==> config.mk <==
export PLATFORM = sky130hd
export DESIGN_NAME = id_ex_pipe_stage
export DESIGN_NICKNAME = d
export VERILOG_FILES = /design/src/rtl/id_ex_pipe_stage.sv
export SDC_FILE = /design/constraint.sdc
export NUM_CORES = 1
export LEC_CHECK = 0
export BUFFER_PORTS_ARGS = -buffer_cell sky130_fd_sc_hd__buf_2
export CAP_MARGIN = 20
export CORE_MARGIN = 2
export CORE_UTILIZATION = 39
export CTS_CLUSTER_SIZE = 16
export DETAILED_ROUTE_END_ITERATION = 8
export PLACE_DENSITY_LB_ADDON = 0.1
export SLEW_MARGIN = 20
export SYNTH_ARGS = -nofsm -noshare
export SYNTH_HDL_FRONTEND = slang
export SYNTH_SLANG_ARGS = --single-unit
==> constraint.sdc <==
create_clock -name clk -period 2 [get_ports clk]
set_input_delay 0 -clock clk [delete_from_list [all_inputs] [get_ports clk]]
set_output_delay 0 -clock clk [all_outputs]
set_load 0.005 [all_outputs]
==> src/rtl/id_ex_pipe_stage.sv <==
// Purpose: ID/EX pipeline register with valid/ready handshake, flush-to-bubble and stall counter.
// Latency: 1 cycle from accept to out_valid; 1 beat/cycle sustained with out_ready high.
// Backpressure: holds the beat while out_ready is low; in_ready drops once storage is full.
//
// Optional feature macro: ID_EX_SKID_EN
//   defined   -> adds a skid entry (2 beats buffered); in_ready is a register (!skid_valid)
//   undefined -> single entry; in_ready = !out_valid || out_ready, forced low in reset
//
// Ports:
//   clk, rst             : clock (rising edge), synchronous active-low reset
//   in_valid / in_ready  : decode-side handshake
//   ctrl_in ... rd_in    : decoded control bundle, operands, immediate, register specifiers
//   out_valid / out_ready: execute-side handshake
//   ctrl_out ... rd_out  : registered fields; ctrl_out is all-zero whenever out_valid is low
//   flush                : drop the held beat(s) and any beat offered this cycle
//   clr_cnt, stall_cnt   : clear / saturating count of cycles with out_valid && !out_ready

module id_ex_pipe_stage #(
    parameter int CTRL_W = 9,
    parameter int DATA_W = 32,
    parameter int IMM_W  = 32,
    parameter int RA_W   = 5,
    parameter int CNT_W  = 16
) (
    input  logic              clk,
    input  logic              rst,
    input  logic              in_valid,
    output logic              in_ready,
    input  logic [CTRL_W-1:0] ctrl_in,
    input  logic [DATA_W-1:0] rd1_in,
    input  logic [DATA_W-1:0] rd2_in,
    input  logic [IMM_W-1:0]  imm_in,
    input  logic [RA_W-1:0]   rs_in,
    input  logic [RA_W-1:0]   rt_in,
    input  logic [RA_W-1:0]   rd_in,
    output logic              out_valid,
    input  logic              out_ready,
    output logic [CTRL_W-1:0] ctrl_out,
    output logic [DATA_W-1:0] rd1_out,
    output logic [DATA_W-1:0] rd2_out,
    output logic [IMM_W-1:0]  imm_out,
    output logic [RA_W-1:0]   rs_out,
    output logic [RA_W-1:0]   rt_out,
    output logic [RA_W-1:0]   rd_out,
    input  logic              flush,
    input  logic              clr_cnt,
    output logic [CNT_W-1:0]  stall_cnt
);

    localparam int BEAT_W = CTRL_W + 2 * DATA_W + IMM_W + 3 * RA_W;
    localparam logic [CNT_W-1:0] CNT_MAX = '1;

    logic              accept;
    logic              consume;
    logic [BEAT_W-1:0] in_bus;

    assign in_bus  = {ctrl_in, rd1_in, rd2_in, imm_in, rs_in, rt_in, rd_in};
    assign accept  = in_valid && in_ready && !flush;
    assign consume = out_valid && out_ready;

`ifdef ID_EX_SKID_EN
    logic              skid_valid;
    logic              skid_valid_nxt;
    logic [BEAT_W-1:0] skid_dat;
    logic              in_ready_q;

    assign in_ready = in_ready_q;

    // in_ready is low whenever the skid entry is full, so accept and a full
    // skid never coincide; a consume therefore always leaves the skid empty.
    always_comb begin
        skid_valid_nxt = skid_valid;
        if (flush) begin
            skid_valid_nxt = 1'b0;
        end else if (consume) begin
            skid_valid_nxt = 1'b0;
        end else if (accept && out_valid) begin
            skid_valid_nxt = 1'b1;
        end
    end

    always_ff @(posedge clk) begin
        if (!rst) begin
            out_valid  <= 1'b0;
            {ctrl_out, rd1_out, rd2_out, imm_out, rs_out, rt_out, rd_out} <= '0;
            skid_valid <= 1'b0;
            skid_dat   <= '0;
            in_ready_q <= 1'b0;
        end else begin
            skid_valid <= skid_valid_nxt;
            in_ready_q <= !skid_valid_nxt;
            if (flush) begin
                out_valid <= 1'b0;
                ctrl_out  <= '0;
            end else if (consume) begin
                if (skid_valid) begin
                    // Older buffered beat advances; order is preserved.
                    {ctrl_out, rd1_out, rd2_out, imm_out, rs_out, rt_out, rd_out} <= skid_dat;
                end else if (accept) begin
                    {ctrl_out, rd1_out, rd2_out, imm_out, rs_out, rt_out, rd_out} <= in_bus;
                end else begin
                    out_valid <= 1'b0;
                    ctrl_out  <= '0;
                end
            end else if (accept) begin
                if (out_valid) begin
                    skid_dat <= in_bus;
                end else begin
                    out_valid <= 1'b1;
                    {ctrl_out, rd1_out, rd2_out, imm_out, rs_out, rt_out, rd_out} <= in_bus;
                end
            end
        end
    end
`else
    // Ready passes straight through from execute so a full entry can be
    // replaced in the same cycle it is consumed.
    assign in_ready = rst && (!out_valid || out_ready);

    always_ff @(posedge clk) begin
        if (!rst) begin
            out_valid <= 1'b0;
            {ctrl_out, rd1_out, rd2_out, imm_out, rs_out, rt_out, rd_out} <= '0;
        end else if (flush) begin
            out_valid <= 1'b0;
            ctrl_out  <= '0;
        end else if (accept) begin
            out_valid <= 1'b1;
            {ctrl_out, rd1_out, rd2_out, imm_out, rs_out, rt_out, rd_out} <= in_bus;
        end else if (consume) begin
            // Bubble: control goes to zero, datapath fields keep their last value.
            out_valid <= 1'b0;
            ctrl_out  <= '0;
        end
    end
`endif

    // Stall counter: clear beats increment in the same cycle; sticks at all-ones.
    always_ff @(posedge clk) begin
        if (!rst) begin
            stall_cnt <= '0;
        end else if (clr_cnt) begin
            stall_cnt <= '0;
        end else if (out_valid && !out_ready && (stall_cnt != CNT_MAX)) begin
            stall_cnt <= stall_cnt + CNT_W'(1);
        end
    end

endmodule

==> results.yml <==
outcome:
  status: "completed"
synthesis:
  ys_seq_area_share_pct: 50.2
  ys_async_sr_fraction_pct: 0
  synthesis.nets: 770
  netlist_instances: 643
  synth-main-ff-cell: "dfxtp_1"
  synth_seq_cells: 137
  synth_edf_count: 0
  yosys_warnings: 0
  ys_types: 41
  synth.largest_area_cell: "dfxtp_1"
  syn_avg_cell_area_um2: 8.49
  synthTopCellsByCount: "nand2_1 (235), dfxtp_1 (137), a21boi_0 (111)"
  syn_area_um2: 5460
  yosys.area.top_type_share_pct: 50.2
  yosysMostFrequentCell: "nand2_1"
  synth_area_leaders: "dfxtp_1 (50%), nand2_1 (16%), a21boi_0 (15%)"
hold_path:
  worst_hold_path_type: "in -> reg"
  hold_end: "out_valid$_SDFFE_PP0P_"
  worstHoldStart: "flush"
  holdPathStages: 4
floorplan:
  row_count: 43
  die_height_um: 122
  die_w_um: 122
  core_area_um2: 13800
  io_pins: 264
  initial_core_util_pct: 39.6
  die_area_um2: 15000
clock_tree:
  htreeDepth: 4
  post_cts_buffers: 0
  clockRootBuffer: "clkbuf_16"
  cts_buffers: 17
  clock-sinks: 137
  clk_pin_slew_worst_paths_ns: 0.06
  cts_buffer_depth: 2
  clock_latency_ns: 0.41
  cts_tree: "yes"
timing:
  rsz0062_at_grt: "false"
  finalCritPeriodShare_pct: 88.0
  fin_crit_ns: 1.76
  worst_pin_slew_ns: 0.860
  setup_viol: 0
  fmax_ghz: 0.568
  tns_ns: 0
  report.final.slew_viol_count: 0
  final.setup.worst_slack_ns: 0.239
  fin_skew_ns: 0.00506
  hold_violations: 0
  relSlewSlack_pct: 42.7
placement:
  pre_cts_ws_ns: 0.261
  io_buffers: 263
  hpwl_um: 11300
  routabilityCongestion: 0.862
  place_area_um2: 6970
drt:
  routed-via-count: 5892
  drtIter0Drc: 245
  post-route-drc-count: 0
  dr.pass1.iters: 5
  drt_wl_total_um: 16900
  wire_per_inst_um: 13.9
  ant_nets: 0
  viasPerCell: 4.85
layout:
  nets: 1147
  final_area_um2: 8840
  fillCellCount: 1158
  final_util_pct: 64.2
  drive_gt1_share_pct: 30.5
  area_growth_pct: 61.8
global_routing:
  antenna_found_initial: 1
  grt_pass1_vias: 5696
  grt_pass1_wl_um: 26400
  grt_usage_pct: 22.1
  grt-ovfl-total: 0
  grt_start_max_net_pins: 108
critical_path:
  rrSetupSlack_ns: 0.24
  slowest_delay_ns: 0.47
  setup.worst_path.end_class: "flip-flop"
  r2r-end: "imm_out[18]$_SDFFE_PN0P_"
  cp.required_ns: 2.33
  path_cells: "or2b_1, and3_4, buf_4, nand2_1, a21boi_0"
  start_kind: "flip-flop"
  startpoint: "out_valid$_SDFFE_PP0P_"
  worstSetupPathType: "reg -> reg"
  rr_worst_depth: 5
  r2r_start: "out_valid$_SDFFE_PP0P_"
  worstPathMaxFanout: 26
  critical_path_arrival_ns: 2.09
  crit_slowest_cell: "and3_4"
power:
  p_leak_uw: 0.00387
  power_density_nw_per_um2: 787
  peakVddDrop_v: 0.000447
flow_run:
  drv_cap: 0
==> through the flow <==
| step | power, uW | cells | hold slack [ns] |
|---|---|---|---|
| 2_1_floorplan | 3140 | 643 | 0.145 |
| 3_3_place_gp | 3400 | 1059 | 0.251 |
| 3_5_place_dp | 3420 | 1059 | 0.261 |
| 4_1_cts | 7040 | 1213 | 0.0198 |
| 5_1_grt | 7240 | 1214 | 0.0650 |
| 6_report | 6960 | 1214 | 0.0400 |
==> cell families (layout without fill, tap and decap cells) <==
group	count (synthesis)	count (layout)	synth area share (%)
AOI/OAI and AO/OA	154	154	20.4
adders and majority gates	1	1	0.229
buffers and inverters	46	436	3.92
DFF	137	137	50.2
muxes	13	13	2.38
other	0	1	0
and+or+nand+nor	292	292	22.8
==> repair_timing <==
item,4_1_cts,5_1_grt
hold endpoints to repair,122,0
resized for setup,0,0
hold buffers,122,0
==> layout by cell type (no fill, tap or decap), types with 5 or more instances in the layout <==
master and count:
nand3_1 7, nand2b_1 5, nor2_1 5, a21boi_0 111, dlygate4sd3_1 122, mux2i_1 13
and2_1 9, a21oi_1 8, clkbuf_1 5, buf_2 263, o21ai_0 13, buf_4 15
bufinv_16 5, dfxtp_1 137, clkbuf_16 17, a32oi_1 9, nand2_1 235
==> where the power goes <==
group          switching (uW)  total (uW)  internal, uW  leakage [uW]
Combinational             287         694           407       0.00245
Sequential               41.8        2860          2810       0.00111
Clock                    1100        3410          2310      0.000312
==> critical path: cells and delay by family, from the launching register on <==
kind                   cells  cell delay (ns)
AND/OR/NAND/NOR            3             0.90
AO/OA/AOI/OAI              1             0.17
flip-flops                 1             0.33
buffers and inverters      1             0.26
==> sequential cells by signal (all words and copies together), names as in the netlist <==
name	flops
rd1_out	32
rs_out	5
rd2_out	32
stall_cnt	16
out_valid	1
ctrl_out	9
imm_out	32
rd_out	5
rt_out	5
==> layout make-up <==
class	count	area (um^2)	share of cell area, %
Sequential cell	137	2740	31.0
Tap cell	180	225	2.55
Antenna cell	1	2.50	0.0283
Timing Repair Buffer	402	2690	30.4
Clock inverter	7	163	1.84
Multi-Input combinational cell	460	2520	28.5
Clock buffer	25	485	5.49
Inverter	2	7.51	0.0849
==> worst max-delay path by stage <==
| stage | slack, ns | cells after the start | endpoint |
|---|---|---|---|
| 2_1_floorplan | 0.43 | 5 | stall_cnt[11]$_SDFFE_PP0P_ |
| 6_report | 0.24 | 5 | imm_out[18]$_SDFFE_PN0P_ |
| 5_1_grt | 0.09 | 5 | imm_out[2]$_SDFFE_PN0P_ |
| 4_1_cts | 0.24 | 5 | rd1_out[5]$_SDFFE_PN0P_ |
| 3_5_place_dp | 0.26 | 5 | rd1_out[5]$_SDFFE_PN0P_ |
| 3_3_place_gp | 0.36 | 5 | rs_out[0]$_SDFFE_PN0P_ |
==> metal layers <==
layer | vias to the layer above | track usage (%) | wire length (um) | share of wire [%]
met1 | 2690 | 25.6 | 6900 | 41
li1 | 2917 | - | - | -
met4 | 0 | 12.6 | 718 | 4.3
met5 | - | 0 | 0 | 0
met3 | 55 | 4.97 | 1080 | 6.4
met2 | 230 | 37.4 | 8180 | 48
Note: power is estimated with default switching activity, not from simulation.
